--- config.mk ---
export PLATFORM = sky130hd
export DESIGN_NAME = periph_comp
export DESIGN_NICKNAME = d
export VERILOG_FILES = /design/src/rtl/periph_comp.sv
export SDC_FILE = /design/constraint.sdc
export NUM_CORES = 1
export LEC_CHECK = 0
export ABC_AREA = 0
export BUFFER_PORTS_ARGS = -buffer_cell sky130_fd_sc_hd__buf_2
export CORE_UTILIZATION = 40
export CTS_BUF_LIST = sky130_fd_sc_hd__clkbuf_2
export CTS_CLUSTER_SIZE = 8
export DETAILED_ROUTE_END_ITERATION = 10
export GPL_TIMING_DRIVEN = 0
export PLACE_DENSITY = 0.6
export SETUP_SLACK_MARGIN = 0.5
export SYNTH_ARGS = -nofsm -noshare
export SYNTH_HDL_FRONTEND = slang
export SYNTH_SLANG_ARGS = --single-unit
--- constraint.sdc ---
create_clock -name wb_periph_clk_i -period 2.5 [get_ports wb_periph_clk_i]
set_clock_uncertainty 0.1 [all_clocks]
set_input_delay 0.125 -clock wb_periph_clk_i [delete_from_list [all_inputs] [get_ports wb_periph_clk_i]]
set_output_delay 0.125 -clock wb_periph_clk_i [all_outputs]
set_load 0.05 [all_outputs]
--- src/rtl/periph_comp.sv ---
// ---------------------------------------------------------------------------
// periph_comp -- Wishbone B3 classic slave comparator peripheral.
//
// Holds two 32-bit operands (OPA, OPB) and reports whether OPA is equal to,
// less than or greater than OPB, in unsigned or two's-complement mode. It also
// counts operand writes that leave both operands equal (MATCHCNT, saturating).
//
// Register map (index = adr[3:0]):
//    0x0 OPA       rw
//    0x1 RESULT    ro  {28'b0, SIGNED, GT, LT, EQ}
//    0x2 OPB       rw
//    0x3 CTRL      rw  [0] SIGNED, [1] CLR (write-1 clears MATCHCNT, reads 0)
//    0x4 MATCHCNT  ro
//    0x5..0xF      unmapped -> err
//
// Ports:
//    wb_periph_clk_i   bus clock, rising edge
//    wb_periph_rst_i   asynchronous active-low reset
//    wb_periph_adr_i   address, only [3:0] decoded
//    wb_periph_dat_i   write data
//    wb_periph_sel_i   byte enables
//    wb_periph_we_i    1 = write
//    wb_periph_cyc_i   cycle valid
//    wb_periph_stb_i   strobe
//    wb_periph_cti_i   ignored (classic only)
//    wb_periph_bte_i   ignored
//    wb_periph_dat_o   read data, non-zero only with a read ack
//    wb_periph_ack_o   normal termination, registered
//    wb_periph_err_o   error termination, registered
//    wb_periph_rty_o   always 0
// ---------------------------------------------------------------------------
module periph_comp (
   input  logic        wb_periph_clk_i,
   input  logic        wb_periph_rst_i,
   input  logic [31:0] wb_periph_adr_i,
   input  logic [31:0] wb_periph_dat_i,
   input  logic [3:0]  wb_periph_sel_i,
   input  logic        wb_periph_we_i,
   input  logic        wb_periph_cyc_i,
   input  logic        wb_periph_stb_i,
   input  logic [2:0]  wb_periph_cti_i,
   input  logic [1:0]  wb_periph_bte_i,
   output logic [31:0] wb_periph_dat_o,
   output logic        wb_periph_ack_o,
   output logic        wb_periph_err_o,
   output logic        wb_periph_rty_o
);

   localparam logic [3:0]  IDX_OPA      = 4'h0;
   localparam logic [3:0]  IDX_RESULT   = 4'h1;
   localparam logic [3:0]  IDX_OPB      = 4'h2;
   localparam logic [3:0]  IDX_CTRL     = 4'h3;
   localparam logic [3:0]  IDX_MATCHCNT = 4'h4;
   localparam logic [31:0] CNT_MAX      = 32'hFFFF_FFFF;

   // Byte-lane merge: lanes with their enable set take the new data.
   function automatic logic [31:0] merge_bytes(input logic [31:0] old_val,
                                               input logic [31:0] new_val,
                                               input logic [3:0]  sel);
      logic [31:0] merged;
      merged = old_val;
      for (int b = 0; b < 4; b++) begin
         if (sel[b]) begin
            merged[8*b +: 8] = new_val[8*b +: 8];
         end else begin
            merged[8*b +: 8] = old_val[8*b +: 8];
         end
      end
      return merged;
   endfunction

   // State
   logic [31:0] opa_r;
   logic [31:0] opb_r;
   logic        signed_r;
   logic [31:0] matchcnt_r;
   logic        ack_r;
   logic        err_r;
   logic [31:0] dat_r;

   // Decode / datapath
   logic [3:0]  idx_s;
   logic        accept_s;
   logic        mapped_s;
   logic        writable_s;
   logic        bad_s;
   logic        wr_s;
   logic        rd_s;
   logic        eq_s;
   logic        lt_s;
   logic        gt_s;
   logic [31:0] result_s;
   logic [31:0] rd_data_s;
   logic [31:0] opa_nxt_s;
   logic [31:0] opb_nxt_s;
   logic        match_s;
   logic        unused_s;

   // Inputs that carry no meaning for a classic, locally decoded slave.
   assign unused_s = ^{wb_periph_cti_i, wb_periph_bte_i, wb_periph_adr_i[31:4]};

   // Access qualification and register index decode.
   always_comb begin
      idx_s      = wb_periph_adr_i[3:0];
      // A new access is only taken while no termination is being presented,
      // so a continuously held strobe yields one termination every two cycles.
      accept_s   = wb_periph_cyc_i & wb_periph_stb_i & ~ack_r & ~err_r;
      mapped_s   = 1'b0;
      writable_s = 1'b0;
      case (idx_s)
         IDX_OPA:      begin mapped_s = 1'b1; writable_s = 1'b1; end
         IDX_RESULT:   begin mapped_s = 1'b1; writable_s = 1'b0; end
         IDX_OPB:      begin mapped_s = 1'b1; writable_s = 1'b1; end
         IDX_CTRL:     begin mapped_s = 1'b1; writable_s = 1'b1; end
         IDX_MATCHCNT: begin mapped_s = 1'b1; writable_s = 1'b0; end
         default:      begin mapped_s = 1'b0; writable_s = 1'b0; end
      endcase
      bad_s = ~mapped_s | (wb_periph_we_i & ~writable_s);
      wr_s  = accept_s &  wb_periph_we_i & ~bad_s;
      rd_s  = accept_s & ~wb_periph_we_i & ~bad_s;
   end

   // Operand relation in the selected signedness.
   always_comb begin
      eq_s = (opa_r == opb_r);
      if (signed_r) begin
         lt_s = ($signed(opa_r) < $signed(opb_r));
         gt_s = ($signed(opa_r) > $signed(opb_r));
      end else begin
         lt_s = (opa_r < opb_r);
         gt_s = (opa_r > opb_r);
      end
      result_s = {28'd0, signed_r, gt_s, lt_s, eq_s};
   end

   // Read multiplexer, sampled from pre-edge register values.
   always_comb begin
      case (idx_s)
         IDX_OPA:      rd_data_s = opa_r;
         IDX_RESULT:   rd_data_s = result_s;
         IDX_OPB:      rd_data_s = opb_r;
         IDX_CTRL:     rd_data_s = {31'd0, signed_r};
         IDX_MATCHCNT: rd_data_s = matchcnt_r;
         default:      rd_data_s = 32'd0;
      endcase
   end

   // Post-write operand values and the equality check the match counter uses.
   always_comb begin
      opa_nxt_s = merge_bytes(opa_r, wb_periph_dat_i, wb_periph_sel_i);
      opb_nxt_s = merge_bytes(opb_r, wb_periph_dat_i, wb_periph_sel_i);
      // Always a full 32-bit compare, independent of SIGNED; a write with no
      // byte enables still counts if the operands are already equal.
      case (idx_s)
         IDX_OPA: match_s = (opa_nxt_s == opb_r);
         IDX_OPB: match_s = (opa_r == opb_nxt_s);
         default: match_s = 1'b0;
      endcase
   end

   // Operand and control registers.
   always_ff @(posedge wb_periph_clk_i or negedge wb_periph_rst_i) begin
      if (!wb_periph_rst_i) begin
         opa_r    <= 32'd0;
         opb_r    <= 32'd0;
         signed_r <= 1'b0;
      end else if (wr_s) begin
         case (idx_s)
            IDX_OPA:  opa_r <= opa_nxt_s;
            IDX_OPB:  opb_r <= opb_nxt_s;
            IDX_CTRL: begin
               if (wb_periph_sel_i[0]) begin
                  signed_r <= wb_periph_dat_i[0];
               end else begin
                  signed_r <= signed_r;
               end
            end
            default: begin
               opa_r    <= opa_r;
               opb_r    <= opb_r;
               signed_r <= signed_r;
            end
         endcase
      end else begin
         opa_r    <= opa_r;
         opb_r    <= opb_r;
         signed_r <= signed_r;
      end
   end

   // Saturating match counter with write-1 clear through CTRL[1].
   always_ff @(posedge wb_periph_clk_i or negedge wb_periph_rst_i) begin
      if (!wb_periph_rst_i) begin
         matchcnt_r <= 32'd0;
      end else if (wr_s && (idx_s == IDX_CTRL) && wb_periph_sel_i[0] && wb_periph_dat_i[1]) begin
         matchcnt_r <= 32'd0;
      end else if (wr_s && match_s && (matchcnt_r != CNT_MAX)) begin
         matchcnt_r <= matchcnt_r + 32'd1;
      end else begin
         matchcnt_r <= matchcnt_r;
      end
   end

   // Bus termination and read data; both terminations last one cycle.
   always_ff @(posedge wb_periph_clk_i or negedge wb_periph_rst_i) begin
      if (!wb_periph_rst_i) begin
         ack_r <= 1'b0;
         err_r <= 1'b0;
         dat_r <= 32'd0;
      end else begin
         ack_r <= accept_s & ~bad_s;
         err_r <= accept_s &  bad_s;
         if (rd_s) begin
            dat_r <= rd_data_s;
         end else begin
            dat_r <= 32'd0;
         end
      end
   end

   assign wb_periph_dat_o = dat_r;
   assign wb_periph_ack_o = ack_r;
   assign wb_periph_err_o = err_r;
   assign wb_periph_rty_o = 1'b0;

endmodule

; Yosys cells after proc, flatten, opt, wreduce, memory -nomap -nowiden
; Cells that the tools add are included.
[word_totals]
romBits = 0
latch_bits = 0
word_cells = 66
register_bits = 131
ramBits = 0
n_memories = 0
[classes]
multipliers = 0
mux = 17
n_bitwise = 17
addsub = 1
n_lt_le_gt_ge = 4
n_eq_ne = 8
shift = 0
n_reduce_logical = 12
div = 0
[op_table]
columns = cell, n
row1 = 32-bit one-hot mux with 5 select lines, 1
row2 = 32-bit == test, 3
row3 = 32-bit two-way mux, 3
row4 = 32-bit greater-than comparator, 2
row5 = 32-bit less-than comparator, 2
row6 = 8-bit two-way mux, 8
row7 = 32-bit by 1-bit adder with 32-bit output (second input constant), 1
row8 = 32-bit != test (second input constant), 1
row9 = 1-bit bitwise AND, 10
row10 = 4-bit by 2-bit == test with 1-bit output (second input constant), 2
row11 = 1-bit inverter, 6
row12 = 1-bit logical AND, 5
row13 = 5-bit OR reduction, 1
row14 = 4-bit by 1-bit == test with 1-bit output (second input constant), 1
row15 = 4-bit by 3-bit == test with 1-bit output (second input constant), 1
row16 = 4-bit logical NOT, 1
row17 = 1-bit two-way mux, 4
row18 = 2-bit AND reduction, 2
row19 = 3-bit AND reduction, 1
row20 = 3-bit OR reduction, 1
row21 = 1-bit one-hot mux with 2 select lines, 1
row22 = 2-bit nonzero test, 1
row23 = 1-bit bitwise OR, 1

; Longest topological paths before layout
[depth]
word_depth = 12
depth_mapped = 12
depth_no_buf = 10

; Worst setup path before layout
; No wires, ideal clock.
[synth_path]
path_type = reg2reg
start = register opa_r[1]
end = register dat_r[1], in the netlist wb_periph_dat_o[1]
n_path_buf = 0
required_ns = 2.322
setup_slack_ns = 0.009
synth_period_minus_slack_ns = 2.491
arrival_ns = 2.313
path_stages_with_launch = 10
setup_ns = 0.078
cell_sequence = dfrtp_1 ha_1 nor2b_1 o211ai_1 a21oi_1 o31ai_1 o2111ai_1 a311oi_1 mux2_2 a21oi_1
[synth_via]
elab_chain_len = 4
word_cells_on_any_way = 5
classes_between = order compare: 2 / mux: 3
[synth_rtl]
columns = element, line
row1 = start: declaration, 73  ; logic [31:0] opa_r;
row2 = start signal: assignment, 169  ; IDX_OPA: opa_r <= opa_nxt_s;
row3 = start signal: assignment, 179  ; opa_r <= opa_r;
row4 = start signal: assignment, 185  ; opa_r <= opa_r;
row5 = "32-bit less-than comparator, on equally long branches", "130, 127"
row6 = 1-bit two-way mux, 126  ; if (signed_r) begin
row7 = 32-bit one-hot mux with 5 select lines (*), 138  ; case (idx_s)
row8 = 32-bit two-way mux (*), 213  ; if (rd_s) begin
row9 = end signal: assignment, 214  ; dat_r <= rd_data_s;
row10 = end: declaration, 79  ; logic [31:0] dat_r;
; Every way passes the cells marked *; elsewhere a longest branch is shown, timed or not.
; A chain may end at the register's enable or synchronous reset.

; Worst setup path after layout
[layout_path]
start = register opb_r[26]
end = register matchcnt_r[15]
[layout_via]
elab_chain_len = 6
word_cells_on_any_way = 7
classes_between = eq/ne: 2 / mux: 2 / reduce/logical: 3
[layout_rtl]
columns = element, line
row1 = start: declaration, 74  ; logic [31:0] opb_r;
row2 = start signal: assignment, 170  ; IDX_OPB: opb_r <= opb_nxt_s;
row3 = start signal: assignment, 180  ; opb_r <= opb_r;
row4 = start signal: assignment, 186  ; opb_r <= opb_r;
row5 = 8-bit two-way mux, 63  ; if (sel[b]) begin
row6 = 32-bit == test, 156  ; IDX_OPB: match_s = (opa_r == opb_nxt_s);
row7 = 1-bit one-hot mux with 2 select lines (*), 154  ; case (idx_s)
row8 = 1-bit logical AND (*) (2 in a row), 197  ; end else if (wr_s && match_s && (matchcnt_r != CNT_MAX)) begin
row9 = 2-bit nonzero test (no line) (*), -
row10 = end signal: assignment, 198  ; matchcnt_r <= matchcnt_r + 32'd1;
row11 = end signal: assignment, 200  ; matchcnt_r <= matchcnt_r;
row12 = end: declaration, 76  ; logic [31:0] matchcnt_r;
; Marks and branches as above.

==> key figures <==
Synthesis
  – Number of warnings issued by yosys: 0
  – Avg Inst Size Synth: 10.5 um^2
  – Post-synth EDFFs: 0
  – Post-Syn Area: 0.00793 mm^2
  – Post-synth top flop: dfrtp_1
  – Synth unique cells: 45
  – Syn nets: 866
  – Post-synthesis sequential area ratio: 41.3%
  – Flops & latches, synth: 131
  – Post-Synthesis Cells: 755
  – Post-synthesis async set-or-reset flop share: 100%

Placement
  – PortBufs: 72
  – DP Area: 0.00879 mm^2
  – Setup Slack @ Placement: -0.501 ns
  – DP Wirelength: 16,900 um
  – Final GP Congestion: 0.868

Setup path
  – Critical Path Sink: matchcnt_r[15]$_DFFE_PN0P_
  – Worst path required time: 3.08 ns
  – Worst EP arrival: 3.38 ns
  – CP Capture Type: flip-flop
  – R2r endpoint: matchcnt_r[15]$_DFFE_PN0P_
  – Worst-path fanout max: 8
  – WP buf/inv: 3
  – Critical-path cell list: buf_4 -> mux2i_1 -> xnor2_1 -> nor4_1 -> nand4_1 -> nor3_4 -> buf_4 -> o211ai_4 -> buf_6 -> or4_1 -> nand2_1
  – Crit path kind: reg -> reg
  – Slowest-stage cell, CP: or4_1
  – Reg-to-Reg Start: opb_r[26]$_DFFE_PN0P_
  – WP depth: 11
  – Slowest cell delay on critical path: 0.47 ns
  – FF-to-FF path depth: 11
  – Crit path launch type: flip-flop
  – R2R Setup Slk: -0.30 ns
  – Critical path's top delay family: simple AND/OR/NAND/NOR gates
  – Crit. Startpoint: opb_r[26]$_DFFE_PN0P_
  – CP most frequent cell: buf_4

Clocking
  – H-tree depth: 4
  – CTS buffer count: 17
  – Clk sinks: 131
  – Root Buffer: clkbuf_2
  – CTS max path bufs: 2
  – CTS tree: yes
  – Worst skew pair latency: 0.73 ns
  – Clk pin slew, worst setup/hold paths: 0.18 ns

Finish
  – Area of the multi-input gates: 0.00512 mm^2
  – Nets: 1,073
  – Share of post-route cells with drive strength above 1: 36.0%
  – Post-route cell area: 0.0109 mm^2
  – Register area: 0.00330 mm^2
  – Area delta synth->final: 37.9%
  – Filler cell count: 1,679
  – Final core utilization: 56.2%

Die
  – Core area: 0.0195 mm^2
  – Die height: 143 um
  – Starting Density: 40.8%
  – Rows: 51
  – I/O Pins: 113
  – Die area: 0.0204 mm^2
  – Die width: 143 um

Pwr
  – Pwr dens: 381 mW/mm^2
  – Static Leak: 5.04 nW
  – Worst VDD drop: 0.193 mV

GRT
  – GRT overflow: 0
  – Tot GR Track Use: 25.2%
  – Vias in the first global route: 6,585
  – Pin count of the biggest net entering global routing: 96
  – First-pass GRT wire length: 37,800 um
  – Initial antenna violation count: 1

Status
  – Status: finished, violations left
  – Violated checks: DRC, setup timing

Timing
  – Max-slew violations: 0
  – Highest clock rate: 357 MHz
  – Tightest Pin Transition: 1.01 ns
  – Relative slew slack: 31.8%
  – Crit path time final: 2.80 ns
  – Final WS setup: -0.303 ns
  – Unrepaired setup endpoints after global routing: true
  – Final Cycle Share: 112%
  – Hold Slack: 0.101 ns
  – Setup TNS Final: -7.12 ns
  – Final setup violation count: 35
  – Final Hold Viols: 0

Hold path
  – Worst Hold Depth: 5
  – HP Class: in -> reg

Drt
  – Wirelength per Cell: 20.7 um
  – WL final: 25,700 um
  – Routed vias/inst: 5.71
  – Vias: 7,091
  – Antenna-violating nets left: 0
  – DR pass1 iterations: 11
  – First DRT Iteration DRCs: 778
  – Remaining routing DRC violations: 2

Flow run
  – Max-cap violations: 0
through the flow:
stage / std cells / total power, mW
2_1_floorplan: 755 / 2.56
3_3_place_gp: 1092 / 2.78
3_5_place_dp: 1093 / 2.79
4_1_cts: 1216 / 4.15
5_1_grt: 1241 / 4.33
6_report: 1241 / 4.17
logic make-up (layout without fill, tap and decap cells):
logic type / count (synthesis) / in the layout / synth area share [%]
AO/OA/AOI/OAI: 121 / 121 / 11.0
XOR/XNOR: 65 / 65 / 7.18
adder cells (fa/ha/maj): 33 / 33 / 5.20
buffers and inverters: 74 / 294 / 4.31
flip-flops: 131 / 131 / 41.3
multiplexers: 130 / 130 / 17.4
other: 1 / 2 / 0.0473
AND/OR/NAND/NOR: 200 / 200 / 13.5
worst min-delay path by stage:
stage / from / end / slack (ns)
floorplan: wb_periph_rst_i / matchcnt_r[0]$_DFFE_PN0P_ / -0.27
global placement: wb_periph_dat_i[19] / opb_r[19]$_DFFE_PN0P_ / 0.30
detailed placement: wb_periph_rst_i / opa_r[21]$_DFFE_PN0P_ / -0.05
CTS: wb_periph_sel_i[0] / matchcnt_r[24]$_DFFE_PN0P_ / 0.01
global route: wb_periph_sel_i[0] / matchcnt_r[24]$_DFFE_PN0P_ / 0.10
finish: wb_periph_adr_i[3] / signed_r$_DFFE_PN0P_ / 0.10
placed cells by master (no fill, tap or decap), drive strengths merged, types with 40 or more instances in the layout:
master and n:
nor2 40, buf 151, xnor2 63, nand2 41
mux2i 66, dlygate4sd3 54, clkbuf 47, dfrtp 131
mux2 64
sequential cells by signal, summed over array words and instances (netlist names):
signal and flops:
opb_r 32, wb_periph_ack_o 1, wb_periph_dat_o 32, opa_r 32, signed_r 1, wb_periph_err_o 1
matchcnt_r 32
layout make-up:
type                       instances  area share (%)
multi-input combinational        550            46.8
sequential                       131            30.2
timing repair buffer             188            14.2
buffer                            40            3.05
tap                              265            3.03
inverter                          34            1.17
clock buffer                      24            1.10
clock inverter                     8           0.560
antenna                            1          0.0229
power breakdown:
| part | internal (mW) | switching (mW) | total, mW |
|---|---|---|---|
| Sequential | 2.14 | 0.0302 | 2.17 |
| Combinational | 0.417 | 0.442 | 0.859 |
| Clock | 0.371 | 0.766 | 1.14 |
| Total | 2.93 | 1.24 | 4.17 |
synth_stat cells (2+ instances only):
master | n | area [um^2]
o21a_1 | 4 | 30.0
dfrtp_1 | 131 | 3280
inv_1 | 34 | 128
ha_1 | 33 | 413
nor4b_1 | 2 | 17.5
xor2_1 | 2 | 17.5
xnor2_1 | 63 | 552
nand3_1 | 22 | 110
o31ai_1 | 8 | 60.1
and3_1 | 10 | 62.6
nor3_1 | 4 | 20.0
nor4_1 | 18 | 113
or3_1 | 14 | 87.6
a222oi_1 | 32 | 320
a21oi_1 | 34 | 170
a31oi_1 | 2 | 12.5
nor3_2 | 2 | 20.0
nand2_1 | 41 | 154
mux2i_1 | 66 | 661
o31a_1 | 3 | 26.3
o2111ai_1 | 2 | 17.5
buf_6 | 6 | 67.6
o21ai_0 | 14 | 70.1
nor2_1 | 40 | 150
clkbuf_1 | 25 | 93.8
buf_4 | 3 | 22.5
a21o_1 | 7 | 52.6
o211ai_1 | 9 | 67.6
and4_1 | 4 | 35.0
nor2b_1 | 7 | 43.8
or4_1 | 14 | 105
mux2_2 | 64 | 721
buf_2 | 6 | 30.0
nand4_1 | 15 | 93.8
and2_1 | 4 | 25.0
worst min-delay path: stages:
cell,delay [ns]
clkbuf_1,0.20
nor2_1,0.13
and4_1,0.22
nand2_1,0.07
mux2_2,0.14
layer usage:
metal,up-vias,wire length (um),track usage [%]
li1,3234,-,-
met1,3540,10900,32.8
met2,260,12600,41.4
met3,57,1460,4.96
met4,0,712,9.62
met5,-,0,0
timing repair:
item                                    CTS  global route
endpoints found under the setup margin   97           103
resized for setup                        60           149
endpoints found under the hold margin   211             1
buffers inserted                         36            20
hold buffers                             52             3
cloned                                    3             1
pin swaps                                32            17
(Power assumes the default switching activity.)
